### src/rtl/pipe_hazard_ctrl_pkg.sv
// Shared encodings for the pipeline hazard controller: FSM states,
// writeback-select codes and forwarding-select codes.
package pipe_hazard_ctrl_pkg;

  typedef enum logic [1:0] {
    ST_RUN      = 2'd0,
    ST_MEM_WAIT = 2'd1,
    ST_ERR      = 2'd2
  } state_e;

  localparam logic [1:0] WB_LOAD = 2'b00;
  localparam logic [1:0] WB_ALU  = 2'b01;
  localparam logic [1:0] WB_PC4  = 2'b10;

  localparam logic [1:0] FWD_RF  = 2'b00;
  localparam logic [1:0] FWD_MEM = 2'b01;
  localparam logic [1:0] FWD_WB  = 2'b10;

  function automatic logic is_load(input logic [1:0] wbsel);
    return wbsel == WB_LOAD;
  endfunction

endpackage

### src/rtl/pipe_hazard_ctrl_if.sv
// Pipeline-side bundle of the hazard controller: stage register ids and
// enables in, stall/flush/forward controls and status out.
interface pipe_hazard_ctrl_if #(
  parameter int CNT_W = 32
);
  logic [4:0]       rs1_ID, rs2_ID;
  logic             rs1_used_ID, rs2_used_ID;
  logic [4:0]       rs1_EX, rs2_EX;
  logic [4:0]       rsW_EX, rsW_MEM, rsW_WB;
  logic             RegWEn_EX, RegWEn_MEM, RegWEn_WB;
  logic [1:0]       WBSel_EX;
  logic             branch_taken_EX;
  logic             dmem_req_MEM;
  logic             dmem_ready;
  logic             stall_IF, stall_ID, stall_EX, stall_MEM;
  logic             flush_ID, flush_EX, flush_WB;
  logic [1:0]       fwdA_sel, fwdB_sel;
  logic             mem_timeout;
  logic [CNT_W-1:0] stall_cycles;

  modport slave (
    input  rs1_ID, rs2_ID, rs1_used_ID, rs2_used_ID, rs1_EX, rs2_EX,
           rsW_EX, rsW_MEM, rsW_WB, RegWEn_EX, RegWEn_MEM, RegWEn_WB,
           WBSel_EX, branch_taken_EX, dmem_req_MEM, dmem_ready,
    output stall_IF, stall_ID, stall_EX, stall_MEM, flush_ID, flush_EX,
           flush_WB, fwdA_sel, fwdB_sel, mem_timeout, stall_cycles
  );

  modport master (
    output rs1_ID, rs2_ID, rs1_used_ID, rs2_used_ID, rs1_EX, rs2_EX,
           rsW_EX, rsW_MEM, rsW_WB, RegWEn_EX, RegWEn_MEM, RegWEn_WB,
           WBSel_EX, branch_taken_EX, dmem_req_MEM, dmem_ready,
    input  stall_IF, stall_ID, stall_EX, stall_MEM, flush_ID, flush_EX,
           flush_WB, fwdA_sel, fwdB_sel, mem_timeout, stall_cycles
  );
endinterface

### src/rtl/pipe_hazard_ctrl_fwd_unit.sv
// EX-stage operand forwarding select for one source operand; the younger
// MEM-stage result wins over WB, and x0 is never forwarded.
module fwd_unit
  import pipe_hazard_ctrl_pkg::*;
(
  input  logic [4:0] i_rs_EX,
  input  logic [4:0] i_rsW_MEM,
  input  logic       i_RegWEn_MEM,
  input  logic [4:0] i_rsW_WB,
  input  logic       i_RegWEn_WB,
  output logic [1:0] o_sel
);

  always_comb begin
    o_sel = FWD_RF;
    if (i_RegWEn_MEM && (i_rsW_MEM != 5'd0) && (i_rsW_MEM == i_rs_EX))
      o_sel = FWD_MEM;
    else if (i_RegWEn_WB && (i_rsW_WB != 5'd0) && (i_rsW_WB == i_rs_EX))
      o_sel = FWD_WB;
  end

endmodule

### src/rtl/pipe_hazard_ctrl.sv
// Central hazard controller for the 5-stage pipeline: stall/flush priority,
// operand forwarding, dmem wait-state FSM with timeout and stall counter.
//
// state       | meaning
// ------------+-----------------------------------------------------------
// ST_RUN      | normal flow; first dmem wait cycle is still seen here
// ST_MEM_WAIT | dmem access outstanding, wait_cnt counts wait cycles
// ST_ERR      | dmem timed out; pipeline frozen until reset
module pipe_hazard_ctrl
  import pipe_hazard_ctrl_pkg::*;
#(
  parameter int MEM_TIMEOUT = 255,
  parameter int CNT_W       = 32
) (
  input  logic               clk,
  input  logic               reset,
  pipe_hazard_ctrl_if.slave  bus
);

  localparam logic [7:0] TO_LAST = 8'(MEM_TIMEOUT - 1);

  state_e           r_state;
  logic [7:0]       r_wait_cnt;
  logic             r_mem_timeout;
  logic [CNT_W-1:0] r_stall_cycles;

  logic       w_mem_wait, w_mem_stall, w_lu, w_any_stall;
  logic [1:0] w_fwdA, w_fwdB;

  assign w_mem_wait  = bus.dmem_req_MEM & ~bus.dmem_ready;
  assign w_mem_stall = w_mem_wait | (r_state == ST_ERR);

  assign w_lu = bus.RegWEn_EX & is_load(bus.WBSel_EX) & (bus.rsW_EX != 5'd0) &
                ((bus.rs1_used_ID & (bus.rs1_ID == bus.rsW_EX)) |
                 (bus.rs2_used_ID & (bus.rs2_ID == bus.rsW_EX)));

  // A taken branch makes the dependent ID instruction wrong-path, so no lu stall.
  assign w_any_stall = w_mem_stall | (w_lu & ~bus.branch_taken_EX);

  fwd_unit u_fwd_a (
    .i_rs_EX      (bus.rs1_EX),
    .i_rsW_MEM    (bus.rsW_MEM),
    .i_RegWEn_MEM (bus.RegWEn_MEM),
    .i_rsW_WB     (bus.rsW_WB),
    .i_RegWEn_WB  (bus.RegWEn_WB),
    .o_sel        (w_fwdA)
  );

  fwd_unit u_fwd_b (
    .i_rs_EX      (bus.rs2_EX),
    .i_rsW_MEM    (bus.rsW_MEM),
    .i_RegWEn_MEM (bus.RegWEn_MEM),
    .i_rsW_WB     (bus.rsW_WB),
    .i_RegWEn_WB  (bus.RegWEn_WB),
    .o_sel        (w_fwdB)
  );

  always_comb begin
    bus.stall_IF  = 1'b0;
    bus.stall_ID  = 1'b0;
    bus.stall_EX  = 1'b0;
    bus.stall_MEM = 1'b0;
    bus.flush_ID  = 1'b0;
    bus.flush_EX  = 1'b0;
    bus.flush_WB  = 1'b0;
    bus.fwdA_sel  = FWD_RF;
    bus.fwdB_sel  = FWD_RF;
    if (!reset) begin
      bus.flush_ID = 1'b1;
      bus.flush_EX = 1'b1;
      bus.flush_WB = 1'b1;
    end else begin
      bus.fwdA_sel = w_fwdA;
      bus.fwdB_sel = w_fwdB;
      if (w_mem_stall) begin
        bus.stall_IF  = 1'b1;
        bus.stall_ID  = 1'b1;
        bus.stall_EX  = 1'b1;
        bus.stall_MEM = 1'b1;
        bus.flush_WB  = 1'b1;
      end else if (bus.branch_taken_EX) begin
        bus.flush_ID = 1'b1;
        bus.flush_EX = 1'b1;
      end else if (w_lu) begin
        bus.stall_IF = 1'b1;
        bus.stall_ID = 1'b1;
        bus.flush_EX = 1'b1;
      end
    end
  end

  always_ff @(posedge clk or negedge reset) begin
    if (!reset) begin
      r_state       <= ST_RUN;
      r_wait_cnt    <= 8'd0;
      r_mem_timeout <= 1'b0;
    end else begin
      case (r_state)
        ST_RUN: begin
          if (w_mem_wait) begin
            if (r_wait_cnt == TO_LAST) begin
              r_state       <= ST_ERR;
              r_mem_timeout <= 1'b1;
            end else begin
              r_state    <= ST_MEM_WAIT;
              r_wait_cnt <= r_wait_cnt + 8'd1;
            end
          end
        end
        ST_MEM_WAIT: begin
          if (bus.dmem_ready) begin
            r_state    <= ST_RUN;
            r_wait_cnt <= 8'd0;
          end else if (r_wait_cnt == TO_LAST) begin
            r_state       <= ST_ERR;
            r_mem_timeout <= 1'b1;
          end else begin
            r_wait_cnt <= r_wait_cnt + 8'd1;
          end
        end
        ST_ERR:  r_state <= ST_ERR;
        default: r_state <= ST_RUN;
      endcase
    end
  end

  always_ff @(posedge clk or negedge reset) begin
    if (!reset)
      r_stall_cycles <= '0;
    else if (w_any_stall && (r_stall_cycles != {CNT_W{1'b1}}))
      r_stall_cycles <= r_stall_cycles + CNT_W'(1);
  end

  assign bus.mem_timeout  = r_mem_timeout;
  assign bus.stall_cycles = r_stall_cycles;

endmodule

### src/flat_wrapper.sv
// flat-port wrapper written by rule: the top's interface ports become plain ports
module pipe_hazard_ctrl_flat import pipe_hazard_ctrl_pkg::*;
#(
  parameter int MEM_TIMEOUT = 255,
  parameter int CNT_W       = 32
)
  (clk, reset, bus_rs1_ID, bus_rs2_ID, bus_rs1_used_ID, bus_rs2_used_ID, bus_rs1_EX, bus_rs2_EX, bus_rsW_EX, bus_rsW_MEM, bus_rsW_WB, bus_RegWEn_EX, bus_RegWEn_MEM, bus_RegWEn_WB, bus_WBSel_EX, bus_branch_taken_EX, bus_dmem_req_MEM, bus_dmem_ready, bus_stall_IF, bus_stall_ID, bus_stall_EX, bus_stall_MEM, bus_flush_ID, bus_flush_EX, bus_flush_WB, bus_fwdA_sel, bus_fwdB_sel, bus_mem_timeout, bus_stall_cycles);
  pipe_hazard_ctrl_if #(.CNT_W(CNT_W)) bus_i ();
  input  logic clk;
  input  logic reset;
  input wire logic [$bits(bus_i.rs1_ID)-1:0] bus_rs1_ID;
  input wire logic [$bits(bus_i.rs2_ID)-1:0] bus_rs2_ID;
  input wire logic [$bits(bus_i.rs1_used_ID)-1:0] bus_rs1_used_ID;
  input wire logic [$bits(bus_i.rs2_used_ID)-1:0] bus_rs2_used_ID;
  input wire logic [$bits(bus_i.rs1_EX)-1:0] bus_rs1_EX;
  input wire logic [$bits(bus_i.rs2_EX)-1:0] bus_rs2_EX;
  input wire logic [$bits(bus_i.rsW_EX)-1:0] bus_rsW_EX;
  input wire logic [$bits(bus_i.rsW_MEM)-1:0] bus_rsW_MEM;
  input wire logic [$bits(bus_i.rsW_WB)-1:0] bus_rsW_WB;
  input wire logic [$bits(bus_i.RegWEn_EX)-1:0] bus_RegWEn_EX;
  input wire logic [$bits(bus_i.RegWEn_MEM)-1:0] bus_RegWEn_MEM;
  input wire logic [$bits(bus_i.RegWEn_WB)-1:0] bus_RegWEn_WB;
  input wire logic [$bits(bus_i.WBSel_EX)-1:0] bus_WBSel_EX;
  input wire logic [$bits(bus_i.branch_taken_EX)-1:0] bus_branch_taken_EX;
  input wire logic [$bits(bus_i.dmem_req_MEM)-1:0] bus_dmem_req_MEM;
  input wire logic [$bits(bus_i.dmem_ready)-1:0] bus_dmem_ready;
  output wire logic [$bits(bus_i.stall_IF)-1:0] bus_stall_IF;
  output wire logic [$bits(bus_i.stall_ID)-1:0] bus_stall_ID;
  output wire logic [$bits(bus_i.stall_EX)-1:0] bus_stall_EX;
  output wire logic [$bits(bus_i.stall_MEM)-1:0] bus_stall_MEM;
  output wire logic [$bits(bus_i.flush_ID)-1:0] bus_flush_ID;
  output wire logic [$bits(bus_i.flush_EX)-1:0] bus_flush_EX;
  output wire logic [$bits(bus_i.flush_WB)-1:0] bus_flush_WB;
  output wire logic [$bits(bus_i.fwdA_sel)-1:0] bus_fwdA_sel;
  output wire logic [$bits(bus_i.fwdB_sel)-1:0] bus_fwdB_sel;
  output wire logic [$bits(bus_i.mem_timeout)-1:0] bus_mem_timeout;
  output wire logic [$bits(bus_i.stall_cycles)-1:0] bus_stall_cycles;
  assign bus_i.rs1_ID = bus_rs1_ID;
  assign bus_i.rs2_ID = bus_rs2_ID;
  assign bus_i.rs1_used_ID = bus_rs1_used_ID;
  assign bus_i.rs2_used_ID = bus_rs2_used_ID;
  assign bus_i.rs1_EX = bus_rs1_EX;
  assign bus_i.rs2_EX = bus_rs2_EX;
  assign bus_i.rsW_EX = bus_rsW_EX;
  assign bus_i.rsW_MEM = bus_rsW_MEM;
  assign bus_i.rsW_WB = bus_rsW_WB;
  assign bus_i.RegWEn_EX = bus_RegWEn_EX;
  assign bus_i.RegWEn_MEM = bus_RegWEn_MEM;
  assign bus_i.RegWEn_WB = bus_RegWEn_WB;
  assign bus_i.WBSel_EX = bus_WBSel_EX;
  assign bus_i.branch_taken_EX = bus_branch_taken_EX;
  assign bus_i.dmem_req_MEM = bus_dmem_req_MEM;
  assign bus_i.dmem_ready = bus_dmem_ready;
  assign bus_stall_IF = bus_i.stall_IF;
  assign bus_stall_ID = bus_i.stall_ID;
  assign bus_stall_EX = bus_i.stall_EX;
  assign bus_stall_MEM = bus_i.stall_MEM;
  assign bus_flush_ID = bus_i.flush_ID;
  assign bus_flush_EX = bus_i.flush_EX;
  assign bus_flush_WB = bus_i.flush_WB;
  assign bus_fwdA_sel = bus_i.fwdA_sel;
  assign bus_fwdB_sel = bus_i.fwdB_sel;
  assign bus_mem_timeout = bus_i.mem_timeout;
  assign bus_stall_cycles = bus_i.stall_cycles;
  pipe_hazard_ctrl #(.MEM_TIMEOUT(MEM_TIMEOUT), .CNT_W(CNT_W)) u_core (.clk(clk), .reset(reset), .bus(bus_i));
endmodule
### config.mk
export PLATFORM = sky130hd
export DESIGN_NAME = pipe_hazard_ctrl_flat
export DESIGN_NICKNAME = d
export VERILOG_FILES = /design/src/rtl/pipe_hazard_ctrl_pkg.sv /design/src/rtl/pipe_hazard_ctrl_if.sv /design/src/rtl/pipe_hazard_ctrl_fwd_unit.sv /design/src/rtl/pipe_hazard_ctrl.sv /design/src/flat_wrapper.sv
export SDC_FILE = /design/constraint.sdc
export NUM_CORES = 1
export LEC_CHECK = 0
export BUFFER_PORTS_ARGS = -buffer_cell sky130_fd_sc_hd__buf_2
export CAP_MARGIN = 10
export CORE_ASPECT_RATIO = 0.8
export CORE_UTILIZATION = 47
export CTS_BUF_LIST = sky130_fd_sc_hd__clkbuf_4
export DETAILED_ROUTE_END_ITERATION = 8
export GPL_TIMING_DRIVEN = 1
export MAX_ROUTING_LAYER = met4
export PLACE_DENSITY_LB_ADDON = 0.25
export SYNTH_ARGS = -nofsm -noshare
export SYNTH_HDL_FRONTEND = slang
export SYNTH_SLANG_ARGS = --single-unit
### constraint.sdc
create_clock -name clk -period 2.23 [get_ports clk]
set_input_delay 0.1115 -clock clk [delete_from_list [all_inputs] [get_ports clk]]
set_output_delay 0.1115 -clock clk [all_outputs]
set_load 0.1 [all_outputs]
==> flow_metrics.py <==
metrics = {
    "place": {
        "place_congestion": 0.824,
        "port_buffers": 90,
        "dp_hpwl_um": 5080,
        "pre_cts_slack_ns": 0.00320,
    },
    "grt": {
        "met3_usage": 0.0615,
        "grt_pass1_wl_um": 10200,
        "grt_use_total": 0.241,
        "gr-total-overflow": 0,
        "grt_start_max_net_pins": 32,
        "grtUsageMet2": 0.371,
        "grt_pass1_vias": 2169,
        "antenna_found_initial": 0,
        "use_met1": 0.314,
        "grt-busiest-layer": "met2",
    },
    "floorplanning": {
        "coreArea_sq_mm": 0.00515,
        "die_height_um": 68.5,
        "pin_count": 91,
        "die_w_um": 85.1,
        "fp.dieArea_sq_mm": 0.00582,
        "initial_utilization": 0.504,
        "row_count": 23,
    },
    "min_path": {
        "holdPathEnd": "u_core.r_wait_cnt[1]$_DFFE_PN0P_",
        "hold_start": "bus_dmem_ready",
        "whs_path_depth": 5,
        "hold_path_class": "input port to register",
    },
    "synthesis": {
        "ys.flop_type": "dfrtp_1",
        "synth_cell_types": 44,
        "ys.warnings.count": 0,
        "avgSynthCellArea_sq_um": 9.68,
        "yosysSeqAreaShare": 0.415,
        "async_reset_ff_frac": 1.00,
        "muxShareOfSynthArea": 0.00434,
        "synth-seq-cells": 43,
        "synth_area_leader_cell": "dfrtp_1",
        "syn_area_sq_mm": 0.00259,
        "synth_fa_ha_area_frac": 0.0145,
        "synthSimpleGateAreaFrac": 0.249,
        "syn_nets": 318,
        "synth_top_family_by_area": "simple AND/OR/NAND/NOR gates",
        "yosysTopAreaCellShare": 0.415,
        "syn_inst": 268,
        "yosysMostFrequentCell": "xnor2_1",
        "synth-edff-count": 0,
        "synth-compound-area-share": 0.0873,
        "synth_common_cells": "xnor2_1 (46), dfrtp_1 (43), nand3_1 (20)",
        "synth.area.top_cells": "dfrtp_1 (41%), xnor2_1 (16%), xor2_1 (4.7%), nand4_1 (4.3%), nand3_1 (3.9%)",
        "synth_xor_area_frac": 0.203,
    },
    "setup_path": {
        "cpPeakStageDelay_ns": 0.45,
        "crit_path_cell_trace": "ha_4, nand4_4, or3_4, or4_4, o211ai_1, buf_4, xnor2_1",
        "crit_type": "register to register",
        "reg2reg_from": "u_core.bus.stall_cycles[0]$_DFFE_PN0P_",
        "crit_fanout": 6,
        "crit_path_end_kind": "register",
        "cpMaxStageDelayCell": "dfrtp_4",
        "path_buf_inv": 1,
        "cp-start-kind": "register",
        "required_ns": 2.49,
        "reg2regPathDepth": 7,
        "critPathArrivalTime_ns": 2.41,
        "r2r_setup_slack_ns": 0.09,
        "cp_top_family": "simple AND/OR/NAND/NOR gates",
        "r2r-end": "u_core.bus.stall_cycles[0]$_DFFE_PN0P_",
    },
    "outcome": {
        "status": "complete, no violations",
    },
    "final_layout": {
        "area.sequential_sq_mm": 0.00112,
        "syn2layout_area_growth_pct": 34.3,
        "multi_input_area_sq_mm": 0.00153,
        "post_route_cells_drive_above_1_share": 0.456,
        "diodes": 0,
        "final_util": 0.676,
        "final_nets": 426,
        "fillCellCount": 421,
    },
    "power_and_ir_drop": {
        "pwr_density_cell_mw_per_mm2": 703,
        "p_leak_uw": 0.00160,
        "ir_drop_uv": 459,
        "power_uw": 2450,
    },
    "clock_tree": {
        "cts_buffers": 5,
        "cts_buffer_depth": 2,
        "htreeDepth": 2,
        "cts_tree": "yes",
        "root_buffer": "clkbuf_4",
        "path_clk_slew_ns": 0.12,
        "cts.sinks": 43,
        "clk_latency_ns": 0.37,
    },
    "sta": {
        "finalSetupTns_ns": 0,
        "timing.fmax_mhz": 467,
        "fin_crit_ns": 2.14,
        "slew_headroom": 0.597,
        "setup_viol": 0,
        "setup_slack_ns": 0.0873,
        "skew_ns": 0.0228,
        "rsz0062_at_grt": "yes",
        "finalHoldViolCount": 0,
        "worst_pin_slew_ns": 0.599,
        "slew_viol_final": 0,
        "period_share": 0.961,
    },
    "detailed_routing": {
        "drtAntennaViolNets": 0,
        "firstDrtPassIters": 4,
        "finalWirelength_um": 6520,
        "drtIter0Drc": 89,
        "routedWlPerCell_um": 14.8,
        "drc_errors": 0,
        "viasPerCell": 5.58,
        "num_vias": 2449,
    },
    "job": {
        "cap_viol_max_count": 0,
    },
}
[report_power, final]
part / internal [uW] / total, uW / switching, uW
sequential: 866 / 967 / 101
combinational: 259 / 866 / 607
clock: 349 / 618 / 269
total: 1470 / 2450 / 978
[metrics by stage]
stage / instance area, sq um / std cells / hold slack [ns]
after floorplan: 2720 / 268 / -0.184
after global placement: 3330 / 426 / 0.157
after detailed placement: 3330 / 426 / 0.165
after CTS: 3440 / 435 / 0.187
after global routing: 3480 / 439 / 0.264
final: 3480 / 439 / 0.205
[placed cells by master, fill, tap and decap left out, drive strengths merged, types with 6 or more instances in the layout]
master,instances
inv,7
and3,12
or4,6
xor2,14
o21ai,14
dfrtp,43
nand2,19
nand3,20
nor2,11
nand4,19
xnor2,46
buf,106
[state kept, by name, summed over array words and instances (netlist names)]
name                     cells
u_core.r_state               2
u_core.bus.mem_timeout       1
u_core.r_wait_cnt            8
u_core.bus.stall_cycles     32
[layout make-up]
type / instances / area share
multi-input cells: 212 / 0.439
inverters: 7 / 0.00754
clock buffers: 5 / 0.0108
well taps: 62 / 0.0223
repair buffers: 107 / 0.180
clock inverters: 3 / 0.0194
flip-flops and latches: 43 / 0.320
[routing by layer]
| metal | part of all wire | wire length (um) |
|---|---|---|
| met1 | 0.45 | 2930 |
| met3 | 0.063 | 413 |
| met2 | 0.48 | 3100 |
| met4 | 0.010 | 66 |
| met5 | 0 | 0 |
[worst reg2reg max path, stage by stage (launching register included)]
cell      delay (ns)
dfrtp_4         0.45
ha_4            0.16
nand4_4         0.10
or3_4           0.35
or4_4           0.44
o211ai_1        0.24
buf_4           0.19
xnor2_1         0.13
[logic make-up (layout without fill, tap and decap cells)]
family,count (synthesis),count (layout)
simple gates,113,113
xor+xnor,60,60
flops,43,43
compound gates,35,35
buf+inv,13,122
fa+ha+maj,3,3
mux,1,1
[timing repair]
action | in CTS | in global routing
resized for setup | 0 | 7
buffers inserted | 0 | 4
pin swaps | 0 | 3
endpoints found under the hold margin | 24 | 0
hold buffers | 1 | 0
setup endpoints to repair | 9 | 23
cloned | 0 | 0
[worst max path at each step]
stage | start | to | slack (ns) | depth (start not counted)
2_1_floorplan | bus_rsW_MEM[0] | bus_fwdA_sel[1] | -0.55 | 4
3_3_place_gp | u_core.bus.stall_cycles[1]$_DFFE_PN0P_ | u_core.bus.stall_cycles[27]$_DFFE_PN0P_ | 0.07 | 7
3_5_place_dp | u_core.bus.stall_cycles[1]$_DFFE_PN0P_ | u_core.bus.stall_cycles[27]$_DFFE_PN0P_ | 0.003 | 7
4_1_cts | u_core.r_state[0]$_DFFE_PN0P_ | bus_stall_IF | -0.05 | 5
5_1_grt | u_core.r_state[0]$_DFFE_PN0P_ | bus_stall_IF | -0.005 | 5
6_report | u_core.bus.stall_cycles[0]$_DFFE_PN0P_ | u_core.bus.stall_cycles[0]$_DFFE_PN0P_ | 0.09 | 7
No activity file was read; power rests on OpenSTA's default activity.
